**src/rtl/key_pkg.sv**
```systemverilog
// Shared types and the keypad map for the key controller.
package key_pkg;

    typedef enum logic [1:0] {SCAN, DECODE, HOLD} keystate_t;

    typedef struct packed {
        logic       valid;
        logic [1:0] idx;
    } onehot_t;

    // Entry {row,col}: row 0 = 1 2 3 A, row 1 = 4 5 6 B, row 2 = 7 8 9 C, row 3 = E 0 F D
    localparam logic [15:0][3:0] KEY_MAP = 64'hDF0E_C987_B654_A321;

    function automatic onehot_t onehot_index(input logic [3:0] v);
        onehot_t r;
        r = '0;
        case (v)
            4'b0001: r = '{valid: 1'b1, idx: 2'd0};
            4'b0010: r = '{valid: 1'b1, idx: 2'd1};
            4'b0100: r = '{valid: 1'b1, idx: 2'd2};
            4'b1000: r = '{valid: 1'b1, idx: 2'd3};
            default: r = '0;
        endcase
        return r;
    endfunction

endpackage

```
**src/rtl/sync_n.sv**
```systemverilog
// N-stage flip-flop synchronizer for asynchronous inputs, reset to 0.
module sync_n #(
    parameter int W      = 4,
    parameter int STAGES = 2
) (
    input  logic         clk,
    input  logic         reset,
    input  logic [W-1:0] d,
    output logic [W-1:0] q
);
    logic [STAGES-1:0][W-1:0] vld_pipe;

    always_ff @(posedge clk or posedge reset) begin
        if (reset) vld_pipe <= '0;
        else       vld_pipe <= {vld_pipe[STAGES-2:0], d};
    end

    assign q = vld_pipe[STAGES-1];
endmodule

```
**src/rtl/key_ctrl.sv**
```systemverilog
// Keypad controller: syncs columns, decodes scanner presses, holds the row until
// the key has stayed released for RELEASE_CYCLES, and keeps a two-digit history.
module key_ctrl
    import key_pkg::*;
#(
    parameter int SYNC_STAGES    = 2,
    parameter int RELEASE_CYCLES = 1000
) (
    input  logic       clk,
    input  logic       reset,
    input  logic [3:0] colsRaw,
    input  logic [3:0] scanRows,
    input  logic       newNum,
    output logic [3:0] colsSync,
    output logic       scanHold,
    output logic [3:0] rows,
    output logic [3:0] key,
    output logic       keyValid,
    output logic       keyErr,
    output logic [3:0] digit1,
    output logic [3:0] digit0
);
    localparam int CW = $clog2(RELEASE_CYCLES + 1);
    localparam logic [CW-1:0] LAST = CW'(RELEASE_CYCLES - 1);

    keystate_t     state;
    logic [3:0]    capRow, capCol;
    logic [CW-1:0] relCnt;
    logic          capHit, released;
    logic [3:0]    nxtRow, nxtCol;
    onehot_t       rowIdx, colIdx, holdRow;

    sync_n #(.W(4), .STAGES(SYNC_STAGES)) u_sync (
        .clk  (clk),
        .reset(reset),
        .d    (colsRaw),
        .q    (colsSync)
    );

    // A press pulse in the same cycle as a capture decodes the fresh capture.
    assign capHit   = (scanRows != 4'd0) && (colsSync != 4'd0);
    assign nxtRow   = capHit ? scanRows : capRow;
    assign nxtCol   = capHit ? colsSync : capCol;
    assign rowIdx   = onehot_index(nxtRow);
    assign colIdx   = onehot_index(nxtCol);
    assign holdRow  = onehot_index(capRow);
    assign released = !holdRow.valid || ((colsSync & capCol) == 4'd0);

    always_comb begin
        rows = 4'd0;
        case (state)
            SCAN:    rows = scanRows;
            HOLD:    rows = holdRow.valid ? capRow : 4'd0;
            default: rows = 4'd0;
        endcase
    end

    always_ff @(posedge clk or posedge reset) begin
        if (reset) begin
            state    <= SCAN;
            capRow   <= '0;
            capCol   <= '0;
            relCnt   <= '0;
            scanHold <= 1'b0;
            key      <= '0;
            keyValid <= 1'b0;
            keyErr   <= 1'b0;
            digit1   <= '0;
            digit0   <= '0;
        end else begin
            case (state)
                SCAN: begin
                    if (capHit) begin
                        capRow <= scanRows;
                        capCol <= colsSync;
                    end
                    if (newNum) begin
                        state    <= DECODE;
                        scanHold <= 1'b1;
                        if (rowIdx.valid && colIdx.valid) begin
                            keyValid <= 1'b1;
                            key      <= KEY_MAP[{rowIdx.idx, colIdx.idx}];
                        end else begin
                            keyErr <= 1'b1;
                        end
                    end
                end
                DECODE: begin
                    keyValid <= 1'b0;
                    keyErr   <= 1'b0;
                    if (keyValid) begin
                        digit1 <= digit0;
                        digit0 <= key;
                    end
                    state <= HOLD;
                end
                HOLD: begin
                    // Any pressed sample restarts the release interval.
                    if (!released) begin
                        relCnt <= '0;
                    end else if (relCnt == LAST) begin
                        relCnt   <= '0;
                        capRow   <= '0;
                        capCol   <= '0;
                        scanHold <= 1'b0;
                        state    <= SCAN;
                    end else begin
                        relCnt <= relCnt + 1'b1;
                    end
                end
                default: state <= SCAN;
            endcase
        end
    end
endmodule

```
**config.mk**
```make
export PLATFORM = sky130hd
export DESIGN_NAME = key_ctrl
export DESIGN_NICKNAME = d
export VERILOG_FILES = /design/src/rtl/key_pkg.sv /design/src/rtl/sync_n.sv /design/src/rtl/key_ctrl.sv
export SDC_FILE = /design/constraint.sdc
export NUM_CORES = 1
export LEC_CHECK = 0
export CORE_UTILIZATION = 40
export CTS_CLUSTER_SIZE = 16
export DETAILED_ROUTE_END_ITERATION = 7
export PLACE_DENSITY = 0.62
export SETUP_SLACK_MARGIN = 0.2
export SLEW_MARGIN = 10
export SYNTH_ARGS = -nofsm -noshare
export SYNTH_HDL_FRONTEND = slang
export SYNTH_HIERARCHICAL = 1
export SYNTH_SLANG_ARGS = --single-unit
```
**constraint.sdc**
```tcl
create_clock -name clk -period 1.8 [get_ports clk]
set_input_delay 0.27 -clock clk [delete_from_list [all_inputs] [get_ports clk]]
set_output_delay 0.27 -clock clk [all_outputs]
set_load 0.01 [all_outputs]
```
Word-level counts from Yosys, hierarchy flattened. Memory sizes are Yosys's and may differ from the RTL's. A register that Yosys moved wholly into a read port is not among the register bits. Index checks and enable logic that the tools add are counted.

Bits in read-only memories: 64. Latch bits: 0. Word-level logic and storage cells: 78. Bits in writable memories: 0. Input port bits: 11. Memories: 1. Flip-flop bits (word level): 39.

Reductions and logical operators: 17. Order comparisons: 0. Bitwise operators: 1. Mux-type cells: 27. Add/subtract/negate cells: 1. Multiply operators: 0. Divide/modulo/power cells: 0. Shift operators: 0. Equality and inequality tests: 20.

Memory list: (name not given) (depth 16, width 4, rd ports 1, clocked after Yosys merged registers in 1, wr ports 0, RTL line key_ctrl.sv:82) `key <= KEY_MAP[{rowIdx.idx, colIdx.idx}];`.

Operator list (count): 3-bit case mux with 4 select lines (3); 4-bit case mux with 2 select lines (3); 10-bit 2-to-1 mux (2); 4-bit 2-to-1 mux (5); 3-bit AND reduction (5); 4-bit by 1-bit equality test with 1-bit output, second input constant (3); 4-bit by 2-bit equality test with 1-bit output, second input constant (3); 4-bit by 3-bit equality test with 1-bit output, second input constant (3); 4-bit equality test, second input constant (3); 10-bit by 1-bit adder with 10-bit output, second input constant (1); 10-bit equality test, second input constant (1); 2-bit != test, second input constant (5); 4-bit nonzero test (2); 1-bit 2-to-1 mux (7); 2-bit 2-to-1 mux (3); 1-bit case mux with 2 select lines (3); 2-bit case mux with 3 select lines (1); 4-bit bitwise AND (1); 4-bit zero test (1); 4-bit AND reduction (1); 2-bit nonzero test (2); 2-bit by 1-bit equality test with 1-bit output, second input constant (1); 2-bit equality test, second input constant (1); 1-bit logical AND (2); other kinds (4) (4).

Longest topological paths before layout. Gate-level depths: netlist of run 1.

Word-level depth: 9. Mapped depth: 10.

By module. The synthesis of run 1 kept the hierarchy.

By module, submodules not included: key_ctrl (cells an instance 214, instances 1, area an instance 2152.1 µm²); sync_n (cells an instance 13, instances 1, area an instance 234.0 µm²).

Worst setup path after synthesis of run 1. No wires, ideal clock.

Path kind: register to register. Start: register u_sync.vld_pipe, in the netlist u_sync/q[1]. End: register key[2]. Arrival time: 1.876 ns. Path slack: -0.158 ns. Required time: 1.718 ns. Cell stages (with the launch flop): 8. Period minus slack after synthesis: 1.958 ns. Path through: dfrtp_1 -> buf_4 -> buf_6 -> nor4_4 -> o32a_2 -> nor2_2 -> or3_1 -> a31oi_1.

Longest elaborated chain between the ends: 7. Elaborated cells between the ends (all ways): 16. Those cells by class: eq/ne (8); mux (4); reduce/logical (4).

RTL lines: start, declared (RTL line sync_n.sv:11) `logic [STAGES-1:0][W-1:0] vld_pipe;`; start signal, assigned (RTL line sync_n.sv:15) `else vld_pipe <= {vld_pipe[STAGES-2:0], d};`; 4-bit nonzero test (RTL line key_ctrl.sv:41) `assign capHit = (scanRows != 4'd0) && (colsSync != 4'd0);`; 1-bit logical AND (RTL line key_ctrl.sv:41); 4-bit 2-to-1 mux; 4-bit equality test, or another cell as far along (RTL line key_pkg.sv:17) `case (v)`; 3-bit case mux with 4 select lines (RTL line key_pkg.sv:17); 1-bit logical AND (RTL line key_ctrl.sv:80) `if (rowIdx.valid && colIdx.valid) begin`; 3-bit AND reduction (no source line); end, declared (RTL line key_ctrl.sv:17) `output logic [3:0] key,`.

Parallel ways exist; a longest one is shown, timed or not. A chain may end at the register's enable or synchronous reset.

Worst setup path after layout of run 1.
Start: register capRow[1]. End: output port rows[0].

Longest elaborated chain between the ends: 4. Elaborated cells between the ends (all ways): 7. Those cells by class: eq/ne (4); mux (3).

RTL lines: start, declared (RTL line key_ctrl.sv:27) `logic [3:0] capRow, capCol;`; start signal, assigned (RTL line key_ctrl.sv:74) `capRow <= scanRows;`; 4-bit equality test, or another cell as far along (RTL line key_pkg.sv:17); 3-bit case mux with 4 select lines (*) (RTL line key_pkg.sv:17); 4-bit 2-to-1 mux (*) (RTL line key_ctrl.sv:53) `HOLD: rows = holdRow.valid ? capRow : 4'd0;`; 4-bit case mux with 2 select lines (*) (RTL line key_ctrl.sv:51) `case (state)`; end, declared (RTL line key_ctrl.sv:16) `output logic [3:0] rows,`.

Every way passes the cells marked *; elsewhere a longest branch is shown, timed or not.

==> results.json, run 1 <==
{
  "final_cell_mix": "62 x buf_4, 40 x dfrtp_1, 22 x clkdlybuf4s50_1, 16 x a31oi_1",
  "portBuffers": 33,
  "cts_tree": "yes",
  "rsz0062_at_grt": "true",
  "drv_slew": 0,
  "synth_nets": 244,
  "ys_seq_area_share_pct": 45.10,
  "fin_skew_ns": 0.007846,
  "drive_gt1_share_pct": 47.13,
  "ys_warn_count": 6,
  "start_util_pct": 42.29,
  "post-dp-hpwl_mm": 4.182,
  "wl_mm": 6.387,
  "cp_data_required_time_ns": 1.53,
  "fin_crit_ns": 2.035,
  "antennaDiodeCount": 0,
  "grt_max_degree": 36,
  "dominantRegCellSynth": "dfrtp_1",
  "viasPerCell": 5.499,
  "maxCapViolations": 0,
  "ys_ff_latch": 43,
  "status": "finished with violations",
  "end_kind": "output port",
  "arrival_ns": 1.76,
  "clock_path_buffers": 2,
  "syn_inst": 227,
  "synth.avg_cell_area_um2": 10.51,
  "violations": "setup timing",
  "synth_edf_count": 0,
  "hold_path.class": "in -> async",
  "grt_pass1_vias": 2213,
  "final_common_cell": "buf_4",
  "io_pins": 34,
  "wire_per_inst_um": 15.85,
  "ir_drop_uv": 719.8,
  "syn-cell-area_um2": 2386,
  "path_class": "reg -> out",
  "place_inst": 374,
  "fin_ws_ns": -0.2346,
  "final_antenna_net_count": 0,
  "fp.dieW_um": 79.24,
  "synth.distinct_cells": 54,
  "leakage_nw": 1.632,
  "placed_area_um2": 3179,
  "area_growth_pct": 57.05,
  "detail_route.iter0.violations": 115,
  "drc": 0,
  "die_h_um": 79.24,
  "antenna_found_initial": 0,
  "p_per_area_nw_per_um2": 1438,
  "gr-usage-all-layers_pct": 21.18,
  "num_rows": 27,
  "first_pass_iters": 4,
  "final_area_um2": 3747,
  "setup_violations": 23,
  "path_clk_slew_ns": 0.09,
  "cts_sinks": 43,
  "slew_headroom_pct": 68.85,
  "async_flop_share_pct": 100.0,
  "setup_tns_ns": -2.238,
  "num_vias": 2216,
  "root_buffer": "clkbuf_8",
  "clk_latency_ns": 0.30,
  "cts_made_buffers": 5,
  "max_freq_mhz": 491.5,
  "place_congestion": 0.8760,
  "whs_ns": 0.2368,
  "grt_overflow": 0,
  "stdcell_count": 403,
  "coreArea_um2": 5642,
  "critical_path.startpoint_type": "flip-flop",
  "pre_cts_slack_ns": -0.5500,
  "hold_violations": 0,
  "grt_pass1_wl_mm": 10.35,
  "die_area_um2": 6278,
  "cp_max_fo": 5,
  "tightest_slew_ns": 0.4672,
  "fin_crit_sh_pct": 113.0,
  "fin_nets": 347,
  "cts_max_level": 2
}
## area by class of cell
class	instances	area [um2]
clock inverter	2	12.51
timing repair buffer	109	962.2
multi-input combinational	162	1494
fill	418	1894
tap	72	90.09
clock buffer	6	72.57
sequential	43	1080
inverter	9	36.28
## cell families (layout without fill, tap and decap cells)
logic type | Yosys count | in the layout | synth area share (%)
AO/OA/AOI/OAI | 77 | 77 | 24.54
XOR/XNOR | 8 | 8 | 2.937
adder cells (fa/ha/maj) | 6 | 6 | 3.146
buffers and inverters | 22 | 126 | 5.820
flip-flops | 43 | 43 | 45.10
multiplexers | 8 | 8 | 3.776
AND/OR/NAND/NOR | 63 | 63 | 14.68
## metrics by stage
step | utilization [%] | total power [mW]
3_3_place_gp | 56.35 | 3.940
4_1_cts | 63.98 | 5.241
6_report | 66.42 | 5.388
3_5_place_dp | 56.35 | 3.968
2_1_floorplan | - | 2.950
5_1_grt | 66.42 | 5.697
## cells in the mapped netlist (all sizes together), types with 2 or more instances
library cell	count	area share [%]
a211oi	2	0.63
a21oi	8	1.8
a22o	12	4.5
a22oi	2	0.63
a31oi	19	5.2
and3	5	1.3
buf	9	2.9
clkbuf	4	1.5
dfrtp	43	45
ha	6	3.1
inv	9	1.4
mux2	8	3.8
nand2	14	2.2
nand3	11	2.3
nand4	2	0.52
nor2	15	2.5
nor2b	2	0.52
nor3	3	0.63
nor4	6	3.4
o211a	2	0.84
o21ai	9	2.0
o22a	2	0.73
o22ai	2	1.0
o31ai	3	0.94
o32a	5	2.3
o32ai	2	0.73
or2	2	0.52
xnor2	7	2.6
## power by group
group          internal [mW]  leakage, nW  switching, mW
sequential              1.25        0.538          0.297
combinational           1.78         1.05           1.44
clock                  0.272       0.0412          0.347
total                   3.30         1.63           2.08
## worst paths after layout
| path | to | cells after the start | slack (ns) | start |
|---|---|---|---|---|
| max | rows[0] | 7 | -0.23 | capRow[1] |
| min | u_sync/vld_pipe[1] | 2 | 0.24 | reset |
| max reg2reg | key[2] | 9 | -0.11 | capCol[3] |
| min reg2reg | u_sync/q[3] | 0 | 0.36 | u_sync/vld_pipe[3] |
| max in group asynchronous | capRow[1] | 3 | 1.07 | reset |
| min in group clk | u_sync/q[3] | 0 | 0.36 | u_sync/vld_pipe[3] |
## critical path, cell delays in order, from the launching register on
cell,delay [ns]
dfrtp_2,0.44
xor2_1,0.15
o211a_1,0.24
nor2_1,0.12
nor2_2,0.06
buf_4,0.13
a22o_1,0.18
buf_2,0.14
## registers in the layout, indices dropped and copies added, names as in the netlist
name and cells:
capCol 4, digit0 4, state 2, keyErr 1, keyValid 1, capRow 4
relCnt 10, key 4, scanHold 1, digit1 4, u_sync/q 4, u_sync/vld_pipe 4
## routing by layer
layer	up-vias	track usage [%]	part of all wire (%)
met1	1087	27.06	44
met4	0	7.091	0.85
met3	7	3.908	3.5
met2	52	35.86	51
li1	1070	-	-
met5	-	0	0
## what timing repair did
item / in CTS / in global routing
pin swaps: 24 / 17
endpoints found under the setup margin: 34 / 31
gates resized for setup: 80 / 20
buffers inserted: 12 / 7
hold buffers: 0 / 0
cloned: 2 / 0
hold endpoints to repair: 0 / 0
(Power assumes the default switching activity.)
==> run 2: changes to the inputs <==
--- a/config.mk
+++ b/config.mk
@@ -5,10 +5,12 @@
 export SDC_FILE = /design/constraint.sdc
 export NUM_CORES = 1
 export LEC_CHECK = 0
+export ABC_AREA = 1
+export CORE_ASPECT_RATIO = 1.25
 export CORE_UTILIZATION = 40
 export CTS_CLUSTER_SIZE = 16
 export DETAILED_ROUTE_END_ITERATION = 7
-export PLACE_DENSITY = 0.62
+export PLACE_DENSITY = 0.61
 export SETUP_SLACK_MARGIN = 0.2
 export SLEW_MARGIN = 10
 export SYNTH_ARGS = -nofsm -noshare
==> results.json, run 2 <==
{
  "status": "finished with violations",
  "violations": "setup timing",
  "r2r_end": "capRow[0]",
  "root_buffer": "clkbuf_8",
  "detail_route.iter0.violations": 83,
  "worstPathCellList": "nand2_1 > inv_1 > nor2_2 > o22ai_4 > buf_4 > o32ai_2 > buf_2",
  "dominantRegCellSynth": "dfrtp_1",
  "slew_headroom_pct": 67.99,
  "synth_top_cell_area_share_pct": 41.15,
  "critical_path.startpoint_type": "flip-flop",
  "ys_ff_latch": 43,
  "synth_nets": 352,
  "synth_common_cells": "94 x nand2_1, 43 x dfrtp_1, 39 x inv_1, 27 x nand3_1, 26 x nor2_1",
  "grt_max_degree": 36,
  "syn-cell-area_um2": 2615,
  "final_antenna_net_count": 0,
  "async_flop_share_pct": 100.0,
  "yosys.area.top_type": "dfrtp_1",
  "use_met2_pct": 32.73,
  "utilization_pct": 61.78,
  "fp.dieW_um": 74.32,
  "cts_tree": "yes",
  "final_area_um2": 3859,
  "gr-usage-all-layers_pct": 19.53,
  "tightest_slew_ns": 0.4801,
  "ys_top_cells_by_area": "dfrtp_1 41%, nand2_1 13%, inv_1 5.6%, nand3_1 5.2%, nand2_2 3.8%",
  "fin_skew_ns": 0.01739,
  "synth_edf_count": 0,
  "antenna_found_initial": 0,
  "post-dp-hpwl_mm": 4.371,
  "hold_path.class": "in -> async",
  "rrSetupSlack_ns": -0.12,
  "ys_seq_area_share_pct": 41.15,
  "die_area_um2": 6867,
  "cp_slowest_cell": "dfrtp_1",
  "fin_crit_sh_pct": 107.1,
  "whs_ns": 0.2207,
  "largest_register_ffs": 10,
  "drv_slew": 0,
  "leakage_nw": 1.905,
  "hold_violations": 0,
  "fin_ws_ns": -0.1278,
  "num_rows": 32,
  "cts_max_level": 2,
  "die_h_um": 92.40,
  "regMostFlops": "relCnt",
  "fin_nets": 436,
  "area_growth_pct": 47.56,
  "busiest_layer": "met2",
  "portBuffers": 33,
  "syn_inst": 335,
  "cts_made_buffers": 5,
  "path_class": "reg -> out",
  "grt_overflow": 0,
  "grt_pass1_wl_mm": 10.28,
  "final_common_cell": "nand2_1",
  "arrival_ns": 1.66,
  "setup_violations": 16,
  "r2r_cells": 13,
  "wire_per_inst_um": 12.55,
  "maxCapViolations": 0,
  "fin_crit_ns": 1.928,
  "coreArea_um2": 6246,
  "place_congestion": 0.8857,
  "grt_pass1_vias": 2320,
  "synth.avg_cell_area_um2": 7.806,
  "cp_max_fo": 5,
  "viasPerCell": 4.820,
  "ys_warn_count": 6,
  "cts_sinks": 43,
  "synth.most_common_cell": "nand2_1",
  "io_pins": 34,
  "gr-usage-met3_pct": 4.244,
  "ir_drop_uv": 646.2,
  "path_clk_slew_ns": 0.08,
  "antennaDiodeCount": 0,
  "grt.met1_usage_pct": 23.99,
  "start_util_pct": 41.87,
  "wl_mm": 6.337,
  "critPathMaxStageDelay_ns": 0.45,
  "p_per_area_nw_per_um2": 1410,
  "rsz0062_at_grt": "true",
  "placed_area_um2": 3402,
  "clk_latency_ns": 0.32,
  "max_freq_mhz": 518.7,
  "drive_gt1_share_pct": 40.00,
  "first_pass_iters": 5,
  "final_cell_mix": "70 x nand2_1, 43 x dfrtp_1, 43 x buf_4, 36 x inv_1, 29 x nand2_2",
  "drc": 0,
  "clock_path_buffers": 2,
  "synth.distinct_cells": 33,
  "end_kind": "output port",
  "num_vias": 2434,
  "cp_data_required_time_ns": 1.53,
  "r2r_start": "capRow[3]"
}
[run 2: cell count changes after synthesis, sizes merged, moves of 6 or more]
cell	change
a22o	-12
a31oi	-18
inv	+31
mux2	-6
nand2	+103
nand3	+20
nor2	+20
o21ai	+11
xnor2	-6
[run 2: cell families after synthesis]
kind of cell,synth area share [%]
AO/OA/AOI/OAI,8.421
buffers and inverters,9.282
XOR/XNOR,1.675
AND/OR/NAND/NOR,35.74
adder cells (fa/ha/maj),2.871
multiplexers,0.8612
flip-flops,41.15
[run 2: area by class of cell]
class | count | area, um2
clock buffer | 5 | 68.82
clock inverter | 3 | 43.79
fill | 552 | 2387
inverter | 42 | 163.9
multi-input combinational | 241 | 1638
sequential | 43 | 1076
tap | 85 | 106.4
timing repair buffer | 86 | 762.0
[run 2: how the worst max path moves through the flow]
stage | slack [ns] | end | startpoint
after floorplan | -0.09 | key[2] | u_sync/q[2]
after global placement | -0.46 | key[3] | scanRows[3]
after detailed placement | -0.47 | key[3] | scanRows[0]
after CTS | -0.09 | key[3] | u_sync/q[0]
after global routing | -0.22 | key[3] | u_sync/q[1]
final | -0.13 | rows[0] | capRow[3]
[run 2: stage by stage]
stage / setup slack (ns) / setup TNS, ns / cells / power (mW)
after global placement: -0.4581 / -3.003 / 487 / 3.756
final: -0.1278 / -1.237 / 505 / 5.441
after floorplan: -0.09356 / -0.2228 / 335 / 2.631
after CTS: -0.09222 / -0.3524 / 500 / 5.042
after detailed placement: -0.4736 / -3.137 / 487 / 3.798
after global routing: -0.2241 / -3.716 / 505 / 5.823
[run 2: critical path, delay by kind of cell (launching register included)]
family	cells	cell delay [ns]
AND/OR/NAND/NOR	2	0.22
AO/OA/AOI/OAI	2	0.30
flip-flops	1	0.45
buffers and inverters	3	0.37
[run 2: power by group]
part | leakage [nW] | internal [mW] | switching [mW]
clock | 0.0581 | 0.414 | 0.371
combinational | 1.30 | 1.52 | 1.60
sequential | 0.547 | 1.26 | 0.278
total | 1.90 | 3.19 | 2.25
[run 2: routing by layer]
metal  wire length [um]  vias up
met4                150        0
met5                  0        -
met1               2687     1130
li1                   -     1231
met2               3239       58
met3                260       15
[run 2: repair_timing]
action                                  CTS  global route
hold buffers                              0             0
setup buffers                             5             5
pin swaps                                15             9
gates resized for setup                  79            36
endpoints found under the setup margin   33            32
==> run 3: changes to the inputs <==
--- a/config.mk
+++ b/config.mk
@@ -6,7 +6,6 @@
 export NUM_CORES = 1
 export LEC_CHECK = 0
 export ABC_AREA = 1
-export CORE_ASPECT_RATIO = 1.25
 export CORE_UTILIZATION = 40
 export CTS_CLUSTER_SIZE = 16
 export DETAILED_ROUTE_END_ITERATION = 7
==> results.json, run 3 (synthesized netlist as in run 2, its figures left out) <==
{
  "status": "finished with violations",
  "violations": "setup timing",
  "portBuffers": 33,
  "cp_data_required_time_ns": 2.01,
  "p_total_mw": 5.236,
  "place_congestion": 0.8242,
  "place_inst": 478,
  "grt_pass1_vias": 2390,
  "stdcell_count": 499,
  "grt_pass1_wl_mm": 10.71,
  "drv_slew": 0,
  "max_freq_mhz": 527.9,
  "seq_area_um2": 1079,
  "use_met2_pct": 31.07,
  "grt_max_degree": 36,
  "first_pass_iters": 4,
  "fin_crit_ns": 1.894,
  "regMostFlops": "relCnt",
  "maxCapViolations": 0,
  "drive_gt1_share_pct": 41.23,
  "io_pins": 34,
  "grt.met1_usage_pct": 25.63,
  "p_per_area_nw_per_um2": 1345,
  "cts_sinks": 43,
  "fin_ws_ns": -0.09440,
  "arrival_ns": 2.10,
  "path_class": "reg -> reg",
  "clk_latency_ns": 0.31,
  "leakage_nw": 1.909,
  "cp_max_fo": 8,
  "antenna_found_initial": 0,
  "wl_mm": 6.266,
  "cts_tree": "yes",
  "fill_cells": 554,
  "placed_area_um2": 3372,
  "die_h_um": 82.86,
  "setup_tns_ns": -0.3104,
  "rsz0062_at_grt": "true",
  "fin_crit_sh_pct": 105.2,
  "viasPerCell": 4.916,
  "num_vias": 2453,
  "setup_violations": 6,
  "path_clk_slew_ns": 0.10,
  "largest_register_ffs": 10,
  "end_kind": "flip-flop",
  "coreArea_um2": 6314,
  "clock_path_buffers": 2,
  "final_area_um2": 3892,
  "grt_overflow": 0,
  "antennaDiodeCount": 0,
  "final_antenna_net_count": 0,
  "gr-usage-met3_pct": 3.579,
  "cts_made_buffers": 5,
  "hold_violations": 0,
  "die_area_um2": 6865,
  "multi_input_area_um2": 1652,
  "critical_path.startpoint_type": "flip-flop",
  "drc": 0,
  "final_common_cell": "nand2_1",
  "fin_skew_ns": 0.008416,
  "final_cell_mix": "69 x nand2_1, 44 x buf_4, 41 x dfrtp_1, 36 x inv_1, 31 x nand2_2",
  "tightest_slew_ns": 0.4681,
  "hold_path.class": "in -> async",
  "gr-usage-all-layers_pct": 19.08,
  "cts-hold-fix-buffers": 0,
  "start_util_pct": 41.42,
  "whs_ns": 0.2196,
  "cts_max_level": 2,
  "num_rows": 29,
  "ir_drop_uv": 660.7,
  "fin_nets": 438,
  "post-dp-hpwl_mm": 4.314,
  "wire_per_inst_um": 12.56,
  "detail_route.iter0.violations": 82,
  "root_buffer": "clkbuf_8",
  "fp.dieW_um": 82.86,
  "slew_headroom_pct": 68.79,
  "busiest_layer": "met2",
  "area_growth_pct": 48.85
}
-- run 3: cell types whose count changed in the layout (fill, tap and decap cells not counted), sizes merged --
cell    change
bufbuf      +1
nand2       +1
-- run 3: what timing repair did --
action / 4_1_cts / 5_1_grt
pin swaps: 21 / 18
cloned: 1 / 1
endpoints found under the setup margin: 33 / 30
resized for setup: 89 / 27
buffers inserted: 7 / 4
-- run 3: stage by stage --
| stage | util, % | setup WS [ns] |
|---|---|---|
| floorplan | - | -0.09356 |
| global placement | 53.41 | -0.4475 |
| detailed placement | 53.41 | -0.4679 |
| CTS | 59.63 | -0.05973 |
| global route | 61.65 | -0.2444 |
| finish | 61.65 | -0.09440 |
-- run 3: report_power, final --
part	total (mW)	switching, mW	internal, mW
sequential	1.53	0.266	1.26
combinational	2.91	1.50	1.41
clock	0.793	0.379	0.414
-- run 3: path summary, 6_finish.rpt --
kind,cells past startpoint,slack (ns),start,end
max,15,-0.09,u_sync/q[2],key[2]
min,2,0.22,reset,u_sync/q[2]
max reg2reg,15,-0.09,u_sync/q[2],key[2]
min reg2reg,0,0.36,u_sync/vld_pipe[1],u_sync/q[1]
max in group asynchronous,3,1.04,reset,capRow[1]
min in group clk,0,0.36,u_sync/vld_pipe[1],u_sync/q[1]
-- run 3: area by class of cell --
class,instances,share of cell area [%]
Inverter,42,4.211
Clock buffer,5,1.768
Timing Repair Buffer,87,20.28
Sequential cell,43,27.71
Multi-Input combinational cell,242,42.43
Clock inverter,3,1.125
Tap cell,77,2.475
-- run 3: worst max-delay path: stages, from the launching register on --
cell and delay, ns:
dfrtp_1 0.42, nor2_4 0.13, nand2_4 0.11, buf_8 0.16, nand3_2 0.07, nand2_4 0.07
nand2_2 0.06, nand2_2 0.06, nor2_4 0.13, ha_2 0.27, nand2_1 0.05, nand2_1 0.05
nand2_1 0.05, nand2_1 0.05, nand2_1 0.06, nand2_1 0.04
-- run 3: per-layer routing --
layer  wire, um  share of wire (%)
met5          0                  0
met1       2938                 47
met2       2998                 48
met3        213                3.4
met4        116                1.9
